[src/rtl/io_write_arbiter_if.sv]
// Bundle between the write requesters, the arbiter and the I/O register file write port.
`timescale 1ns/1ps

interface io_write_arbiter_if #(
    parameter int M = 2,
    parameter int N = 5,
    parameter int T = 8
);
  logic [M-1:0]   req;
  logic [M*N-1:0] req_sel;
  logic [M*T-1:0] req_data;
  logic [M-1:0]   ack;
  logic           err;
  logic           busy;
  logic           habilitar;
  logic [N-1:0]   entradaDeco;
  logic [T-1:0]   data_IO_out;

  modport master (
    output req, req_sel, req_data,
    input  ack, err, busy, habilitar, entradaDeco, data_IO_out
  );

  modport slave (
    input  req, req_sel, req_data,
    output ack, err, busy, habilitar, entradaDeco, data_IO_out
  );
endinterface

[src/rtl/io_write_arbiter.sv]
// Round-robin arbiter for the single write port of the I/O register file.
// Optional owner locking is compiled in with the IO_ARB_LOCK_EN macro.
`timescale 1ns/1ps

module io_write_arbiter #(
  parameter int R = 2,
  parameter int N = 5,
  parameter int T = 8,
  parameter int M = 2
) (
  input  logic                 clk,
  input  logic                 rst,
`ifdef IO_ARB_LOCK_EN
  input  logic [M-1:0]         lock,
`endif
  io_write_arbiter_if.slave    bus
);

  localparam int PW = (M > 1) ? $clog2(M) : 1;
  localparam logic [PW:0] M_L = (PW+1)'(M);
  localparam logic [N:0]  R_L = (N+1)'(R);

  typedef enum logic [1:0] {
    IDLE   = 2'd0,
    WRITE  = 2'd1,
    HOLD   = 2'd2
`ifdef IO_ARB_LOCK_EN
    , LOCKED = 2'd3
`endif
  } state_t;

  state_t          state_r, state_s;
  logic [PW-1:0]   ptr_r, ptr_s;
  logic [PW-1:0]   grant_r, grant_s;
  logic [M-1:0]    ack_r, ack_s;
  logic            err_r, err_s;
  logic            busy_r, busy_s;
  logic            hab_r, hab_s;
  logic [N-1:0]    deco_r, deco_s;
  logic [T-1:0]    data_r, data_s;
`ifdef IO_ARB_LOCK_EN
  logic            lockhold_r, lockhold_s;
`endif

  logic            found_s;
  logic [PW-1:0]   search_s;
  logic [PW-1:0]   cap_idx_s;
  logic [N-1:0]    cap_sel_s;
  logic [T-1:0]    cap_data_s;
  logic            in_range_s;

  function automatic logic [PW-1:0] wrap_add(input logic [PW-1:0] base, input logic [PW:0] off);
    logic [PW:0] sum;
    sum = {1'b0, base} + off;
    if (sum >= M_L) begin
      sum = sum - M_L;
    end else begin
      sum = sum;
    end
    return sum[PW-1:0];
  endfunction

  function automatic logic [M-1:0] onehot(input logic [PW-1:0] idx);
    logic [M-1:0] v;
    v = '0;
    for (int j = 0; j < M; j++) begin
      if (PW'(j) == idx) begin
        v[j] = 1'b1;
      end else begin
        v[j] = 1'b0;
      end
    end
    return v;
  endfunction

  // Round-robin search starting at ptr for the first active request.
  always_comb begin
    logic [PW-1:0] cand;
    cand     = '0;
    found_s  = 1'b0;
    search_s = ptr_r;
    for (int i = 0; i < M; i++) begin
      cand = wrap_add(ptr_r, (PW+1)'(i));
      if (!found_s && bus.req[cand]) begin
        found_s  = 1'b1;
        search_s = cand;
      end else begin
        found_s  = found_s;
      end
    end
  end

  // Select and range-check the select/data of the requester about to be written.
  always_comb begin
`ifdef IO_ARB_LOCK_EN
    cap_idx_s = (state_r == LOCKED) ? grant_r : search_s;
`else
    cap_idx_s = search_s;
`endif
    cap_sel_s  = '0;
    cap_data_s = '0;
    for (int j = 0; j < M; j++) begin
      if (PW'(j) == cap_idx_s) begin
        cap_sel_s  = bus.req_sel[j*N +: N];
        cap_data_s = bus.req_data[j*T +: T];
      end else begin
        cap_sel_s  = cap_sel_s;
      end
    end
    in_range_s = ({1'b0, cap_sel_s} < R_L);
  end

  // Next-state and next-output logic for IDLE -> WRITE -> HOLD (-> LOCKED).
  always_comb begin
    state_s = state_r;
    ptr_s   = ptr_r;
    grant_s = grant_r;
    ack_s   = '0;
    err_s   = 1'b0;
    hab_s   = 1'b0;
    deco_s  = deco_r;
    data_s  = data_r;
`ifdef IO_ARB_LOCK_EN
    lockhold_s = lockhold_r;
`endif
    case (state_r)
      IDLE: begin
        if (found_s) begin
          grant_s = cap_idx_s;
          deco_s  = cap_sel_s;
          data_s  = cap_data_s;
          hab_s   = in_range_s;
          err_s   = !in_range_s;
          ack_s   = onehot(cap_idx_s);
          state_s = WRITE;
        end else begin
          state_s = IDLE;
        end
      end
      WRITE: begin
        state_s = HOLD;
`ifdef IO_ARB_LOCK_EN
        lockhold_s = lock[grant_r];
        if (lock[grant_r]) begin
          ptr_s = ptr_r;
        end else begin
          ptr_s = wrap_add(grant_r, (PW+1)'(1));
        end
`else
        ptr_s = wrap_add(grant_r, (PW+1)'(1));
`endif
      end
      HOLD: begin
`ifdef IO_ARB_LOCK_EN
        state_s = lockhold_r ? LOCKED : IDLE;
`else
        state_s = IDLE;
`endif
      end
`ifdef IO_ARB_LOCK_EN
      // Only the lock owner is served until it releases the lock while idle.
      LOCKED: begin
        if (bus.req[grant_r]) begin
          deco_s  = cap_sel_s;
          data_s  = cap_data_s;
          hab_s   = in_range_s;
          err_s   = !in_range_s;
          ack_s   = onehot(grant_r);
          state_s = WRITE;
        end else if (!lock[grant_r]) begin
          lockhold_s = 1'b0;
          state_s    = IDLE;
        end else begin
          state_s = LOCKED;
        end
      end
`endif
      default: begin
        state_s = IDLE;
      end
    endcase
    busy_s = (state_s != IDLE);
  end

  // State and registered outputs; reset clears any write in flight.
  always_ff @(posedge clk or negedge rst) begin
    if (!rst) begin
      state_r <= IDLE;
      ptr_r   <= '0;
      grant_r <= '0;
      ack_r   <= '0;
      err_r   <= 1'b0;
      busy_r  <= 1'b0;
      hab_r   <= 1'b0;
      deco_r  <= '0;
      data_r  <= '0;
`ifdef IO_ARB_LOCK_EN
      lockhold_r <= 1'b0;
`endif
    end else begin
      state_r <= state_s;
      ptr_r   <= ptr_s;
      grant_r <= grant_s;
      ack_r   <= ack_s;
      err_r   <= err_s;
      busy_r  <= busy_s;
      hab_r   <= hab_s;
      deco_r  <= deco_s;
      data_r  <= data_s;
`ifdef IO_ARB_LOCK_EN
      lockhold_r <= lockhold_s;
`endif
    end
  end

  assign bus.ack         = ack_r;
  assign bus.err         = err_r;
  assign bus.busy        = busy_r;
  assign bus.habilitar   = hab_r;
  assign bus.entradaDeco = deco_r;
  assign bus.data_IO_out = data_r;

endmodule
[src/flat_wrapper.sv]
// flat-port wrapper written by rule: the top's interface ports become plain ports
module io_write_arbiter_flat 
#(
  parameter int R = 2,
  parameter int N = 5,
  parameter int T = 8,
  parameter int M = 2
)
  (clk, rst, bus_req, bus_req_sel, bus_req_data, bus_ack, bus_err, bus_busy, bus_habilitar, bus_entradaDeco, bus_data_IO_out);
  io_write_arbiter_if #(.M(M), .N(N), .T(T)) bus_i ();
  input  logic clk;
  input  logic rst;
  input wire logic [$bits(bus_i.req)-1:0] bus_req;
  input wire logic [$bits(bus_i.req_sel)-1:0] bus_req_sel;
  input wire logic [$bits(bus_i.req_data)-1:0] bus_req_data;
  output wire logic [$bits(bus_i.ack)-1:0] bus_ack;
  output wire logic [$bits(bus_i.err)-1:0] bus_err;
  output wire logic [$bits(bus_i.busy)-1:0] bus_busy;
  output wire logic [$bits(bus_i.habilitar)-1:0] bus_habilitar;
  output wire logic [$bits(bus_i.entradaDeco)-1:0] bus_entradaDeco;
  output wire logic [$bits(bus_i.data_IO_out)-1:0] bus_data_IO_out;
  assign bus_i.req = bus_req;
  assign bus_i.req_sel = bus_req_sel;
  assign bus_i.req_data = bus_req_data;
  assign bus_ack = bus_i.ack;
  assign bus_err = bus_i.err;
  assign bus_busy = bus_i.busy;
  assign bus_habilitar = bus_i.habilitar;
  assign bus_entradaDeco = bus_i.entradaDeco;
  assign bus_data_IO_out = bus_i.data_IO_out;
  io_write_arbiter #(.R(R), .N(N), .T(T), .M(M)) u_core (.clk(clk), .rst(rst), .bus(bus_i));
endmodule
[config.mk]
export PLATFORM = sky130hd
export DESIGN_NAME = io_write_arbiter_flat
export DESIGN_NICKNAME = d
export VERILOG_FILES = /design/src/rtl/io_write_arbiter_if.sv /design/src/rtl/io_write_arbiter.sv /design/src/flat_wrapper.sv
export SDC_FILE = /design/constraint.sdc
export NUM_CORES = 1
export LEC_CHECK = 0
export CORE_MARGIN = 3
export CORE_UTILIZATION = 44
export CTS_BUF_LIST = sky130_fd_sc_hd__clkbuf_8
export DETAILED_ROUTE_END_ITERATION = 10
export HOLD_SLACK_MARGIN = 0.12
export PLACE_DENSITY = 0.95
export SYNTH_ARGS = -nofsm -noshare
export SYNTH_HDL_FRONTEND = slang
export SYNTH_SLANG_ARGS = --single-unit
[constraint.sdc]
create_clock -name clk -period 3.97 [get_ports clk]
set_input_delay 0.5955 -clock clk [delete_from_list [all_inputs] [get_ports clk]]
set_output_delay 0.5955 -clock clk [all_outputs]
set_load 0.1 [all_outputs]
# Word-level counts from Yosys, hierarchy flattened
# Index checks and enable logic that the tools add are counted.
# W data, S select, Z words.
# totals
ff_bits,22
wordCells,50
# classes
addsub,5
n_lt_le_gt_ge,6
n_eq_ne,1
muxes,23
reduce_logical,6
# op_table
op,n
$mux W1,18
$mux W8,1
$lt A5 B2 Y1 const B,1
$mux W5,1
$add A1 B1 Y2 const B,2
$ge A2 B2 Y1 const B,2
$lt A1 B2 Y1 const B,2
$mux W2,2
$pmux W2 S2,1
$sub A1 B1 Y1 const B,3
$eq A2 B1 Y1 const B,1
$ge A1 B2 Y1 const B,1
$logic_not A1 Y1,2
$logic_not A2 Y1,1
$reduce_and A2 Y1,1
$reduce_bool A2 Y1,1
$logic_and A1 B1 Y1,1

# Depth between registers and ports, before layout
# depth
ltp_word,13
depth_mapped,6

# Least setup slack after synthesis
# No wires, ideal clock.
# synth_path
path_type,input-to-reg
start,in bus_req[0]
end,reg u_core.hab_r (netlist: u_core.bus.habilitar)
setup_ns,0.068
arrival_ns,1.462
path_slack_ns,2.440
cell_stages,4
cell_sequence,a21boi_2 -> nor2_2 -> mux2i_1 -> and4b_1
# synth_via
elab_chain_cells,10
elab_cells_between_ends,14
# synth_lines
item,line_no,text
"start, declared",flat_wrapper.sv:13,input wire logic [$bits(bus_i.req)-1:0] bus_req;
$mux W1 (not written as such) (2 in a row),io_write_arbiter.sv:84,if (!found_s && bus.req[cand]) begin
$mux W1,io_write_arbiter.sv:84,
$logic_not A1 Y1,io_write_arbiter.sv:84,
$logic_and A1 B1 Y1,io_write_arbiter.sv:84,
$mux W1,io_write_arbiter.sv:84,
$mux W5,io_write_arbiter.sv:103,if (PW'(j) == cap_idx_s) begin
$lt A5 B2 Y1,io_write_arbiter.sv:110,"in_range_s = ({1'b0, cap_sel_s} < R_L);"
$mux W1 *,io_write_arbiter.sv:128,if (found_s) begin
$mux W1 *,io_write_arbiter.sv:126,case (state_r)
named net u_core.hab_s,io_write_arbiter.sv:38,"logic hab_r, hab_s;"
"end signal, assigned",io_write_arbiter.sv:207,hab_r <= hab_s;
"end, declared",io_write_arbiter.sv:38,
# The timed path passes the listed nets; every way through them passes the cells marked *. The select of a mux whose other input is x is not followed.
# A chain may end at the register's enable or synchronous reset.

# Worst setup path in the final report
# layout_path
start,in bus_req[1]
end,reg u_core.err_r (netlist: u_core.bus.err)
# layout_via
elab_chain_cells,11
elab_cells_between_ends,15
# layout_lines
item,line_no,text
$mux W1 (not written as such) (2 in a row),io_write_arbiter.sv:84,
$mux W1,io_write_arbiter.sv:84,
$logic_not A1 Y1,io_write_arbiter.sv:84,
$logic_and A1 B1 Y1,io_write_arbiter.sv:84,
$mux W1,io_write_arbiter.sv:84,
$mux W5,io_write_arbiter.sv:103,
$lt A5 B2 Y1,io_write_arbiter.sv:110,
$logic_not A1 Y1,io_write_arbiter.sv:133,err_s = !in_range_s;
$mux W1 *,io_write_arbiter.sv:128,
$mux W1 *,io_write_arbiter.sv:126,
named net u_core.err_s,io_write_arbiter.sv:36,"logic err_r, err_s;"
"end signal, assigned",io_write_arbiter.sv:205,err_r <= err_s;
"end, declared",io_write_arbiter.sv:36,
# Marked as above.

==> impl_metrics.tcl <==
set metrics [dict create \
    postRouteAntennaNets 0 \
    antenna_found_initial 0 \
    cts-root-buf "clkbuf_8" \
    grt_pass1_vias 804 \
    rows 16 \
    period_needed_ns 2.40 \
    grt-ovfl-total 0 \
    synth_xor_xnor_area_share_pct 0 \
    setup_viol 0 \
    clkTransAtPathRegs_ns 0.08 \
    clk_path_buf_depth 2 \
    clock_latency_ns 0.26 \
    grt_first_pass_wirelength_mm 3.83 \
    die_h_um 53.1 \
    design_area_um2 1510 \
    r2r_cells 4 \
    nFillCells 121 \
    ys_ff_latch 22 \
    worstHoldPathType "register to register" \
    synth_compound_area_share_pct 12.6 \
    worstMarginPinSlew_ns 0.992 \
    clock-sinks 22 \
    report.final.hold_viol_count 0 \
    syn_nets 113 \
    path_cells "clkdlybuf4s50_1 > a21boi_2 > nor2_2 > mux2i_1 > a41oi_2" \
    grt_max_degree 30 \
    fin_crit_sh_pct 60.5 \
    syn_avg_cell_area_um2 11.7 \
    drt_wl_total_mm 2.40 \
    gp_congestion 0.758 \
    synth_area_um2 975 \
    critPathMaxFanout 13 \
    synth_fa_ha_area_share_pct 0 \
    cp_num_buf_inv 1 \
    final_common_cell "clkdlybuf4s50_1" \
    place.port_buffers 47 \
    slew_violations 0 \
    hold_buffers 0 \
    vias_per_cell 5.01 \
    synth_top_family_by_area "simple AND/OR/NAND/NOR gates" \
    cp_top_family "simple AND/OR/NAND/NOR gates" \
    crit_type "input pin to register" \
    arrival_ns 2.53 \
    diodes 0 \
    drive_above_1_share_pct 9.23 \
    drt_iter0_drc 15 \
    ys_types 21 \
    cts_inserted_buffers 3 \
    vias 787 \
    cp-start-kind "input pin" \
    hold_depth 1 \
    rsz0062_at_grt "no" \
    start_util_pct 48.2 \
    placed_area_um2 1430 \
    r2r_slack_ns 2.05 \
    postCtsSetupRepairBufs 0 \
    fp.coreArea_um2 2020 \
    track_usage_pct 19.5 \
    cp_num_cells 5 \
    synth.area.mux_share_pct 12.3 \
    skew_ns 0.00369 \
    h-tree-depth 1 \
    ys_warn_count 0 \
    die_w_um 53.1 \
    cts_resized 0 \
    min_from "u_core.grant_r$_DFFE_PN0P_" \
    ys_seq_area_share_pct 56.5 \
    worstSetupStartpoint "bus_req[1]" \
    layout_common_cells "clkdlybuf4s50_1 (47), dfrtp_1 (22), mux2i_1 (12), nand2_1 (12), o21ai_1 (10)" \
    hpwl_mm 1.82 \
    outcome "finished, final reports clean" \
    cp_slowest_stage_delay_ns 0.65 \
    finalNetCount 161 \
    firstDrtPassIters 4 \
    area_growth_pct 54.4 \
    maxCapViolCount 0 \
    remaining_drc_errors 0 \
    wl_per_cell_um 15.3 \
    die-area_um2 2820 \
    cp_slowest_cell "nor2_2" \
    postSynthCellCount 83 \
    timing.rr.start "u_core.ptr_r$_DFFE_PN0P_" \
    max_slew_margin_pct 33.6 \
    setup_tns_ns 0 \
    yosys.area_share.simple_pct 13.6 \
    tritoncts "built" \
    required_ns 4.09 \
    crit_path_end_kind "register" \
    clock.fmax_mhz 416 \
    ios 48 \
]
==> flip-flops by register name, summed over array words and instances, names as in the netlist <==
signal	cells
u_core.bus.ack	2
u_core.bus.busy	1
u_core.bus.data_IO_out	8
u_core.bus.entradaDeco	5
u_core.bus.err	1
u_core.bus.habilitar	1
u_core.grant_r	1
u_core.ptr_r	1
u_core.state_r	2
==> final cells by class <==
type / instances / area (um2) / share of cell area (%)
tap: 27 / 33.8 / 2.24
timing repair buffer: 47 / 470 / 31.3
clock buffer: 3 / 41.3 / 2.74
inverter: 1 / 3.75 / 0.249
clock inverter: 1 / 30.0 / 2.00
sequential: 22 / 551 / 36.6
multi-input combinational: 56 / 375 / 24.9
==> final timing paths <==
path | endpoint
setup / recovery | u_core.bus.err$_DFF_PN0_
hold / removal | u_core.ptr_r$_DFFE_PN0P_
setup reg to reg | u_core.bus.err$_DFF_PN0_
hold reg to reg | u_core.ptr_r$_DFFE_PN0P_
max in group asynchronous | u_core.state_r[1]$_DFF_PN0_
min in group asynchronous | u_core.bus.entradaDeco[3]$_DFFE_PN0P_
==> cell usage after synthesis (all sizes together) <==
master	count	share of area (%)
a21boi	1	1.2
mux2i	12	12
nor2b	1	0.64
or2	1	0.64
or3	1	1.2
buf	4	4.6
nand2	12	4.6
a21oi	1	0.51
o21a	1	0.77
a21o	1	0.77
o21ba	1	1.0
a41oi	1	1.7
dfrtp	22	56
inv	1	0.38
and4b	1	1.0
nor3	3	2.7
o21ai	13	6.7
nor2	6	2.8
==> through the flow <==
step / worst slack [ns] / hold slack, ns / util, % / std cells
CTS: 1.56 / 0.449 / 74.4 / 157
finish: 1.57 / 0.458 / 74.4 / 157
global route: 1.42 / 0.471 / 74.4 / 157
floorplan: 2.44 / 0.300 / - / 83
global placement: 1.45 / 0.425 / 70.9 / 153
detailed placement: 1.27 / 0.440 / 70.9 / 153
==> metal layers <==
metal	part of all wire [%]	track usage, %	vias up	wire [um]
li1	-	-	385	-
met1	40	23.7	360	957
met2	48	32.2	37	1160
met3	9.2	3.38	5	221
met4	2.4	11.5	0	57
met5	0	0	-	0
==> cell families (layout without fill, tap and decap cells) <==
| group | Yosys count | count (layout) |
|---|---|---|
| buffers and inverters | 5 | 52 |
| AND/OR/NAND/NOR | 25 | 25 |
| flip-flops | 22 | 22 |
| multiplexers | 12 | 12 |
| AO/OA/AOI/OAI | 19 | 19 |
==> worst reg2reg max path, stage by stage, from the launching register on <==
cell and delay (ns):
dfrtp_1 0.41, a21boi_2 0.13, nor2_2 0.65, mux2i_1 0.42, a41oi_2 0.18
Power is not shown: default switching activity piles up to over one toggle a cycle in this logic, so the estimate is an artifact.
